## config.mk

```make
export PLATFORM = sky130hd
export DESIGN_NAME = time_bcd_display
export DESIGN_NICKNAME = d
export VERILOG_FILES = /design/src/rtl/time_bcd_display.sv
export SDC_FILE = /design/constraint.sdc
export NUM_CORES = 1
export LEC_CHECK = 0
export CORE_MARGIN = 4
export CORE_UTILIZATION = 59
export DETAILED_ROUTE_END_ITERATION = 6
export HOLD_SLACK_MARGIN = 0.15
export PLACE_DENSITY = 0.89
export SLEW_MARGIN = 5
export SYNTH_ARGS = -nofsm -noshare
export SYNTH_HDL_FRONTEND = slang
export SYNTH_SLANG_ARGS = --single-unit
```

## constraint.sdc

```tcl
create_clock -name clk -period 6.8 [get_ports clk]
set_input_delay 1.36 -clock clk [delete_from_list [all_inputs] [get_ports clk]]
set_output_delay 1.36 -clock clk [all_outputs]
set_load 0.01 [all_outputs]
```

## src/rtl/time_bcd_display.sv

```systemverilog
// time_bcd_display: converts a 26-bit elapsed-cycle count from the timer
// stage into eight BCD digits and eight active-low seven-segment patterns.
//
// Conversion is sequential double-dabble, one input bit per cycle.
// A request in IDLE captures i_time. The result appears 26 cycles later,
// together with a one-cycle o_done pulse. The outputs then hold until the
// next conversion completes.
//
// Ports:
//   clk      system clock, all state on the rising edge
//   rst      synchronous, active-high reset (aborts any conversion)
//   i_valid  request: capture i_time and start converting (ignored when busy)
//   i_time   26-bit unsigned binary time value
//   o_busy   high while a conversion is in progress
//   o_done   one-cycle pulse when o_bcd / o_seven have just been updated
//   o_bcd    8 BCD digits, digit k at [4k+3:4k], digit 0 least significant
//   o_seven  8 segment patterns, digit k at [7k+6:7k], {g,f,e,d,c,b,a}, active-low
//
// Optional feature (compile-time macro LEADING_ZERO_BLANK_EN):
//   When defined, leading zero digits 1..7 are blanked on o_seven.
//   Digit 0 is always shown, and o_bcd is unaffected.
//   When undefined, all eight digits are always decoded.

module time_bcd_display (
    input  logic        clk,
    input  logic        rst,
    input  logic        i_valid,
    input  logic [25:0] i_time,
    output logic        o_busy,
    output logic        o_done,
    output logic [31:0] o_bcd,
    output logic [55:0] o_seven
);

    localparam int          IN_W     = 26;
    localparam int          DIGITS   = 8;
    localparam logic [4:0]  LAST_CNT = 5'(IN_W - 1);

    typedef enum logic {
        IDLE,
        CONV
    } state_t;

    state_t state_q;
    state_t state_d;

    logic [IN_W-1:0]     sh_q;
    logic [4*DIGITS-1:0] acc_q;
    logic [4:0]          cnt_q;

    logic [4*DIGITS-1:0] acc_adj;
    logic [4*DIGITS-1:0] acc_nxt;
    logic [IN_W-1:0]     sh_nxt;

    logic load;
    logic step;
    logic last;

    // Single-digit decoder, active-low {g,f,e,d,c,b,a}.
    // The values 10..15 cannot be produced by the converter, so they decode to blank.
    function automatic logic [6:0] seg7(input logic [3:0] d);
        logic [6:0] s;
        case (d)
            4'd0:    s = 7'b1000000;
            4'd1:    s = 7'b1111001;
            4'd2:    s = 7'b0100100;
            4'd3:    s = 7'b0110000;
            4'd4:    s = 7'b0011001;
            4'd5:    s = 7'b0010010;
            4'd6:    s = 7'b0000010;
            4'd7:    s = 7'b1111000;
            4'd8:    s = 7'b0000000;
            4'd9:    s = 7'b0010000;
            default: s = 7'b1111111;
        endcase
        return s;
    endfunction

    // Full display encode of an 8-digit BCD word.
    function automatic logic [55:0] encode(input logic [31:0] bcd);
        logic [55:0] s;
`ifdef LEADING_ZERO_BLANK_EN
        logic        lead;
        lead = 1'b1;
        s    = '0;
        // Walk from the most significant digit down. lead stays set
        // while every digit seen so far is zero.
        for (int k = DIGITS - 1; k >= 0; k--) begin
            lead = lead && (bcd[4*k +: 4] == 4'd0);
            if (k != 0 && lead) begin
                s[7*k +: 7] = 7'b1111111;
            end else begin
                s[7*k +: 7] = seg7(bcd[4*k +: 4]);
            end
        end
`else
        s = '0;
        for (int k = 0; k < DIGITS; k++) begin
            s[7*k +: 7] = seg7(bcd[4*k +: 4]);
        end
`endif
        return s;
    endfunction

    // One double-dabble step. Each nibble is corrected on its own (no
    // carry between nibbles), then {acc, sh} shifts left by one.
    always_comb begin
        acc_adj = acc_q;
        for (int k = 0; k < DIGITS; k++) begin
            if (acc_q[4*k +: 4] >= 4'd5) begin
                acc_adj[4*k +: 4] = acc_q[4*k +: 4] + 4'd3;
            end
        end
        acc_nxt = {acc_adj[4*DIGITS-2:0], sh_q[IN_W-1]};
        sh_nxt  = {sh_q[IN_W-2:0], 1'b0};
    end

    // FSM state register.
    always_ff @(posedge clk) begin
        if (rst) begin
            state_q <= IDLE;
        end else begin
            state_q <= state_d;
        end
    end

    // FSM next state and control.
    always_comb begin
        state_d = state_q;
        load    = 1'b0;
        step    = 1'b0;
        last    = 1'b0;
        o_busy  = 1'b0;
        unique case (state_q)
            IDLE: begin
                if (i_valid) begin
                    load    = 1'b1;
                    state_d = CONV;
                end
            end
            CONV: begin
                o_busy = 1'b1;
                step   = 1'b1;
                // The 26th step completes on this edge, and the FSM
                // returns to IDLE on the same edge.
                if (cnt_q == LAST_CNT) begin
                    last    = 1'b1;
                    state_d = IDLE;
                end
            end
            default: begin
                state_d = IDLE;
            end
        endcase
    end

    // Conversion datapath and registered outputs.
    always_ff @(posedge clk) begin
        if (rst) begin
            sh_q    <= '0;
            acc_q   <= '0;
            cnt_q   <= '0;
            o_done  <= 1'b0;
            o_bcd   <= '0;
            o_seven <= encode(32'h0);
        end else begin
            o_done <= last;
            if (load) begin
                sh_q  <= i_time;
                acc_q <= '0;
                cnt_q <= '0;
            end else if (step) begin
                sh_q  <= sh_nxt;
                acc_q <= acc_nxt;
                cnt_q <= cnt_q + 5'd1;
            end
            if (last) begin
                o_bcd   <= acc_nxt;
                o_seven <= encode(acc_nxt);
            end
        end
    end

endmodule

```

==> summary.md, run 1 <==
| Metric | Value |
|---|---|
| Multi-input gate area | about 4600 µm² |
| Number of synthesized flops with an enable pin | 0 |
| First-pass GRT wire length | ~33,000 µm |
| GRT Total Usage | 24.8% |
| Combinational Power Share | 12.0% |
| Yosys reg bits | between 150 and 200 |
| Startpoint Class | input port |
| Fmax | around 0.27 GHz |
| YS warnings | 0 |
| Post-CTS setup repair buffer count | 0 |
| Starting DRT DRC Count | just under 600 |
| Via count | between 7k and 8k |
| Core box area | ~13,000 µm² |
| I/O pins | approximately 120 |
| Initial Utilization | 60.8% |
| Die W | approximately 130 µm |
| Synth cell types | 69 |
| RSZ-0062 raised after global routing | false |
| Status | finished, final reports clean |
| Worst-Margin Slew | about 1300 ps |
| Critical path class | input port to register |
| Reg-to-reg slack, setup | ~3600 ps |
| Initial antenna violation count | 0 |
| Crit path capture type | register |
| Ant. Diodes | 0 |
| Max_slew headroom | 16.5% |
| DRC errors left | 0 |
| Hold Path End | o_bcd[9] |
| Root buffer cell | clkbuf_16 |
| Vias in the first global route | approximately 6.8k |
| Post-DP HPWL | roughly 13,000 µm |
| Worst-path clk slew | 60 ps |
| Routed len/inst | between 15 and 20 µm |
| DRT Pass-1 Iters | 6 |
| Prevailing post-synth register cell | dfxtp_1 |
| Finish-stage setup viols | 0 |
| Sw frac | between 20% and 30% |
| Worst R2R End | o_seven[27] |
| Die H | ~130 µm |
| Clk buf depth | 2 |
| Post-layout util | roughly 73% |
| Sequential share of the synthesized area | approximately 38% |
| Post-Route WL | slightly below 20,000 µm |
| Mapped Cells | between 900 and 1k |
| Asr flop ratio synth | 0% |
| Clk network pwr share | between 40 and 50% |
| Worst Path Max Fanout | between 40 and 50 |
| Resized cells post-CTS | 0 |
| Nets@finish | ~1.1k |
| WP data required | around 7000 ps |
| Max-slew violation count | 0 |
| Post-DRT Antenna Nets | 0 |
| CP startpoint | rst |
| PortBufs | between 100 and 150 |
| Row cnt | 42 |
| Post-Syn Area | 8150 µm² |
| Die area | ~16,000 µm² |
| Post-synthesis area per instance | 8.29 µm² |
| Worst Hold Depth | 2 |
| GR Overflow Total | 0 |
| Beginning of the worst hold path | o_bcd[9] |
| Clk sinks | 153 |
| Leak pwr | a little under 4 nW |
| Pint | 1.50 mW |
| Fill count | between 900 and 1k |
| Peak VDD IR | roughly 0.18 mV |
| Final Hold Violating Endpoints | 0 |
| Reg2Reg Depth | 12 |
| Setup TNS | 0 ps |
| FF/Latch Area | just over 3000 µm² |
| Reg-to-Reg Start | acc_q[9] |
| P per Cell Area | about 210 nW/µm² |
| Crit path time final | around 3700 ps |
| Min-Delay Path Class | register to register |
| Sw Pwr | between 0.5 and 0.6 mW |
| Share of cells above drive strength 1 | 6.18% |
| CTS Hold Bufs | 0 |
| Global placer's final weighted congestion | roughly 0.89 |
| Area grow syn2layout | 20.0% |
| Via density | 5.83 |
| Largest net degree at the start of global routing | 103 |
| Clock H-tree levels | 4 |
| Period utilization | 54.5% |
| CTS Buf Count | 17 |
| Sequential share of power | ~47% |
| Final Skew | between 4 and 5 ps |
| WP data arrival | 4000 ps |
| Number of max-cap violations | 0 |
| Syn_nets | 1,067 |
| CTS tree | built |
| Clock Latency Late Sink | 430 ps |
==> synth_stat cells, types with 5 or more instances <==
master	instances	share of area [%]
a211oi_1	35	3.2
a21oi_1	97	6.0
a21oi_2	7	0.75
a22o_1	7	0.75
a31oi_1	7	0.54
buf_1	8	0.37
buf_2	26	1.6
clkbuf_1	25	1.2
dfxtp_1	153	38
ha_1	56	8.6
inv_1	41	1.9
mux2i_1	51	6.3
nand2_1	90	4.1
nand2b_1	7	0.54
nand3_1	14	0.86
nand4_1	6	0.46
nor2_1	170	7.8
nor3_1	12	0.74
nor3b_1	13	1.2
o211a_1	8	0.98
o211ai_1	5	0.46
o21ai_0	41	2.5
o22ai_1	9	0.69
xnor2_1	9	0.97
==> cells in the final DEF, fill, tap and decap left out, drive strengths merged, types with 11 or more instances in the layout <==
| master | count |
|---|---|
| a211oi | 36 |
| a21oi | 106 |
| clkbuf | 25 |
| clkdlybuf4s50 | 117 |
| dfxtp | 153 |
| ha | 56 |
| inv | 41 |
| mux2i | 54 |
| nand2 | 91 |
| nand2b | 12 |
| nand3 | 14 |
| nor2 | 170 |
| nor3 | 12 |
| nor3b | 14 |
| o21ai | 42 |
| xnor2 | 11 |
==> cells by family after synthesis <==
kind of cell,count (synthesis),share of synthesized area [%]
buffers and inverters,109,5.90
adder cells (fa/ha/maj),56,8.60
AND/OR/NAND/NOR,336,18.2
AO/OA/AOI/OAI,259,21.0
flip-flops,153,37.6
multiplexers,55,7.02
XOR/XNOR,14,1.69
==> flip-flops by register name (all words and copies together), names as in the netlist <==
| name | cells |
|---|---|
| o_seven | 56 |
| acc_q | 32 |
| o_bcd | 32 |
| sh_q | 26 |
| cnt_q | 5 |
| o_done | 1 |
| state_q | 1 |
==> per-stage QoR <==
stage	std cells	setup WS (ps)	total power, mW	instance area [µm²]	hold WS, ps
floorplan	982	4320	1.15	8150	458
global placement	1215	2830	1.19	9270	433
detailed placement	1215	2690	1.20	9270	447
CTS	1244	3130	2.02	9770	454
global route	1244	2920	2.09	9770	482
finish	1244	3090	2.02	9770	456
==> power groups by stage <==
stage	clock, mW	sequential, mW	combinational [mW]
2_1_floorplan	0	0.944	0.201
3_3_place_gp	0	0.963	0.229
3_5_place_dp	0	0.964	0.237
4_1_cts	0.837	0.945	0.241
5_1_grt	0.873	0.950	0.271
6_report	0.834	0.946	0.242
==> critical path, cell delays in order <==
cell,delay [ps]
buf_2,670
inv_1,320
nand2_2,380
clkinv_1,660
nand3_1,430
o311ai_2,140
==> worst max path at each step <==
| stage | endpoint | slack [ps] | depth (start not counted) |
|---|---|---|---|
| 2_1_floorplan | o_seven[11] | 4320 | 6 |
| 3_3_place_gp | o_seven[14] | 2830 | 6 |
| 3_5_place_dp | o_seven[14] | 2690 | 6 |
| 4_1_cts | o_seven[14] | 3130 | 6 |
| 5_1_grt | o_seven[34] | 2920 | 7 |
| 6_report | o_seven[14] | 3090 | 6 |
==> layer usage <==
layer	vias up	wire [µm]	GRT usage, %
met3	44	1090	5.29
met4	0	544	11.1
met1	3436	8190	29.5
met2	216	9970	42.9
met5	-	0	0
li1	3553	-	-
==> area by class of cell <==
class / count / share of cell area (%)
Timing Repair Buffer: 124 / 12.5
Sequential cell: 153 / 31.4
Clock inverter: 4 / 0.205
Tap cell: 176 / 2.25
Inverter: 42 / 1.61
Clock buffer: 25 / 4.97
Multi-Input combinational cell: 720 / 47.1
Note: power is estimated with default switching activity, not from simulation.
==> inputs of run 2 (changes only) <==
--- a/config.mk
+++ b/config.mk
@@ -6,10 +6,10 @@
 export NUM_CORES = 1
 export LEC_CHECK = 0
 export CORE_MARGIN = 4
-export CORE_UTILIZATION = 59
+export CORE_UTILIZATION = 50
 export DETAILED_ROUTE_END_ITERATION = 6
 export HOLD_SLACK_MARGIN = 0.15
-export PLACE_DENSITY = 0.89
+export PLACE_DENSITY = 0.8
 export SLEW_MARGIN = 5
 export SYNTH_ARGS = -nofsm -noshare
 export SYNTH_HDL_FRONTEND = slang
==> constraint.sdc (replaced) <==
create_clock -name clk -period 3.3 [get_ports clk]
set_input_delay 0.66 -clock clk [delete_from_list [all_inputs] [get_ports clk]]
set_output_delay 0.66 -clock clk [all_outputs]
set_load 0.01 [all_outputs]
==> summary.md, run 2 (synthesized netlist as in run 1, its figures left out) <==
| Metric | Value |
|---|---|
| Starting DRT DRC Count | 531 (was 577) |
| Most common cell after layout, fill and taps aside | nor2_1 (unchanged) |
| Cells along the critical path | inv_1 > ha_1 > nand2b_2 > nor3b_1 > a21oi_1 > inv_1 > ha_1 > nand2b_1 > a21oi_1 > a2111oi_0 > a221oi_1 > a21oi_1 (was buf_2 > inv_1 > nand2_2 > clkinv_1 > nand3_1 > o311ai_2) |
| RSZ-0062 raised after global routing | false (unchanged) |
| Largest net degree at the start of global routing | 79 (was 103) |
| GR Overflow Total | 0 (unchanged) |
| Worst-Margin Slew | 857 ps (was 1250 ps) |
| Resized cells post-CTS | 0 (unchanged) |
| FF/Latch Area | 3070 µm² (unchanged) |
| Ant. Diodes | 0 (unchanged) |
| Post-DRT Antenna Nets | 0 (unchanged) |
| Peak VDD IR | 0.400 mV (was 0.176 mV) |
| Worst hold margin | 453 ps (was 456 ps) |
| Worst Hold Depth | 2 (unchanged) |
| Post-DP HPWL | 13,700 µm (was 13,300 µm) |
| GRT met3 Usage | 6.72% (was 5.29%) |
| Area grow syn2layout | 23.6% (was 20.0%) |
| Multi-input gate area | 4600 µm² (unchanged) |
| Crit path capture type | register (unchanged) |
| Finish-stage setup viols | 0 (unchanged) |
| Post-CTS setup repair buffer count | 0 (unchanged) |
| Routed len/inst | 15.5 µm (was 15.9 µm) |
| Fmax | ~0.33 GHz |
| Top Usage Layer GRT | met2 (unchanged) |
| Largest register FFs | 56 (unchanged) |
| DRC errors left | 0 (unchanged) |
| Crit path time final | roughly 3000 ps |
| Leak pwr | 4.01 nW (was 3.89 nW) |
| PortBufs | 118 (unchanged) |
| Initial Utilization | 51.1% (was 60.8%) |
| Critical path depth | 12 (was 6) |
| Slowest CP cell | dfxtp_1 (was buf_2) |
| CP dominant cell by count | a21oi_1 |
| Worst Path Max Fanout | 8 (was 48) |
| Die H | 136 µm (was 125 µm) |
| Reg with most FFs | o_seven (unchanged) |
| CTS Buf Count | 17 (unchanged) |
| Clock H-tree levels | 4 (unchanged) |
| Commonest non-fill, non-tap cells in the layout | 170 x nor2_1, 152 x dfxtp_1, 117 x clkdlybuf4s50_1, 97 x a21oi_1, 90 x nand2_1 (unchanged) |
| I/O pins | 119 (unchanged) |
| Final Hold Violating Endpoints | 0 (unchanged) |
| Reg2Reg Depth | 12 (unchanged) |
| Crit-path leading delay family | compound AO/OA/AOI/OAI gates (was buffers and inverters) |
| Setup TNS | 0 ps (unchanged) |
| GR Util met1 | 26.6% (was 29.5%) |
| DRT Pass-1 Iters | 5 (was 6) |
| Die W | 136 µm (was 125 µm) |
| Via density | 5.52 (was 5.83) |
| Global placer's final weighted congestion | 0.904 (was 0.886) |
| Number of max-cap violations | 0 (unchanged) |
| Post-Route WL | 20,200 µm (was 19,800 µm) |
| GRT Total Usage | 22.2% (was 24.8%) |
| Min-Delay Path Class | register to register (unchanged) |
| Startpoint Class | register (was input port) |
| Die area | 18,400 µm² (was 15,700 µm²) |
| Clk buf depth | 2 (unchanged) |
| Period utilization | 91.0% |
| WP data required | 3610 ps (was 7100 ps) |
| Via count | 7,183 (was 7,249) |
| Core box area | 15,900 µm² (was 13,400 µm²) |
| WP data arrival | 3320 ps (was 4000 ps) |
| Fill count | 1,356 (was 993) |
| Final Skew | 7.85 ps (was 4.88 ps) |
| Worst-path clk slew | 60 ps (about the same) |
| Clock Latency Late Sink | 430 ps (about the same) |
| P per Cell Area | 450 nW/µm² (was 207 nW/µm²) |
| CTS Hold Bufs | 0 (unchanged) |
| Row cnt | 46 (was 42) |
| Max stage delay on crit path | 500 ps (was 670 ps) |
| Root buffer cell | clkbuf_16 (unchanged) |
| Critical path class | register to register (was input port to register) |
| First-pass GRT wire length | 33,100 µm (was 32,600 µm) |
| Nets@finish | 1,157 (was 1,143) |
| Initial antenna violation count | 1 (was 0) |
| Met2 Track Usage GR | 38.4% (was 42.9%) |
| Max-slew violation count | 0 (unchanged) |
| Clk sinks | 153 (unchanged) |
| Status | finished, final reports clean (unchanged) |
| Max_slew headroom | 42.9% (was 16.5%) |
| CTS tree | built (unchanged) |
| Largest registers | o_seven (56), acc_q (32), o_bcd (32) (unchanged) |
| WP buf/inv | 2 (was 3) |
| Vias in the first global route | 6,791 (was 6,816) |
| Share of cells above drive strength 1 | 8.11% (was 6.18%) |
-- run 2: layout make-up --
type                            count  area share [%]
Clock buffer                       20            4.64
Clock inverter                     12            1.63
Inverter                           42            1.57
Multi-Input combinational cell    720            45.7
Sequential cell                   153            30.5
Tap cell                          216            2.68
Timing Repair Buffer              138            13.3
-- run 2: worst min-delay path, cell delays in order, from the launching register on --
cell	delay (ps)
dfxtp_1	310
nand2_1	50
a21oi_1	50
-- run 2: worst paths after layout --
| path | from | end | slack [ps] |
|---|---|---|---|
| min | o_bcd[1] | o_bcd[1] | 450 |
| min reg2reg | o_bcd[1] | o_bcd[1] | 450 |
| max reg2reg | acc_q[9] | o_seven[27] | 300 |
| max | acc_q[9] | o_seven[27] | 300 |
-- run 2: stage by stage --
| step | worst slack [ps] | util, % | total power [mW] | std cells | instance area (µm²) |
|---|---|---|---|---|---|
| 2_1_floorplan | 831 | - | 2.36 | 982 | 8150 |
| 3_3_place_gp | 569 | 59.2 | 2.48 | 1269 | 9440 |
| 3_5_place_dp | 436 | 59.2 | 2.49 | 1269 | 9440 |
| 4_1_cts | 330 | 63.1 | 4.55 | 1301 | 10100 |
| 5_1_grt | 41.7 | 63.1 | 4.70 | 1301 | 10100 |
| 6_report | 298 | 63.1 | 4.53 | 1301 | 10100 |
-- run 2: layer usage --
metal	vias to the layer above	share of wire (%)
li1	3588	-
met1	3367	43
met2	195	48
met3	31	7.0
met4	2	1.8
met5	-	0.064
-- run 2: where the power goes --
part | switching [mW] | total [mW] | internal [mW] | leakage, nW
clock | 0.807 | 2.07 | 1.26 | 0.301
combinational | 0.315 | 0.531 | 0.216 | 2.47
sequential | 0.0464 | 1.93 | 1.88 | 1.24
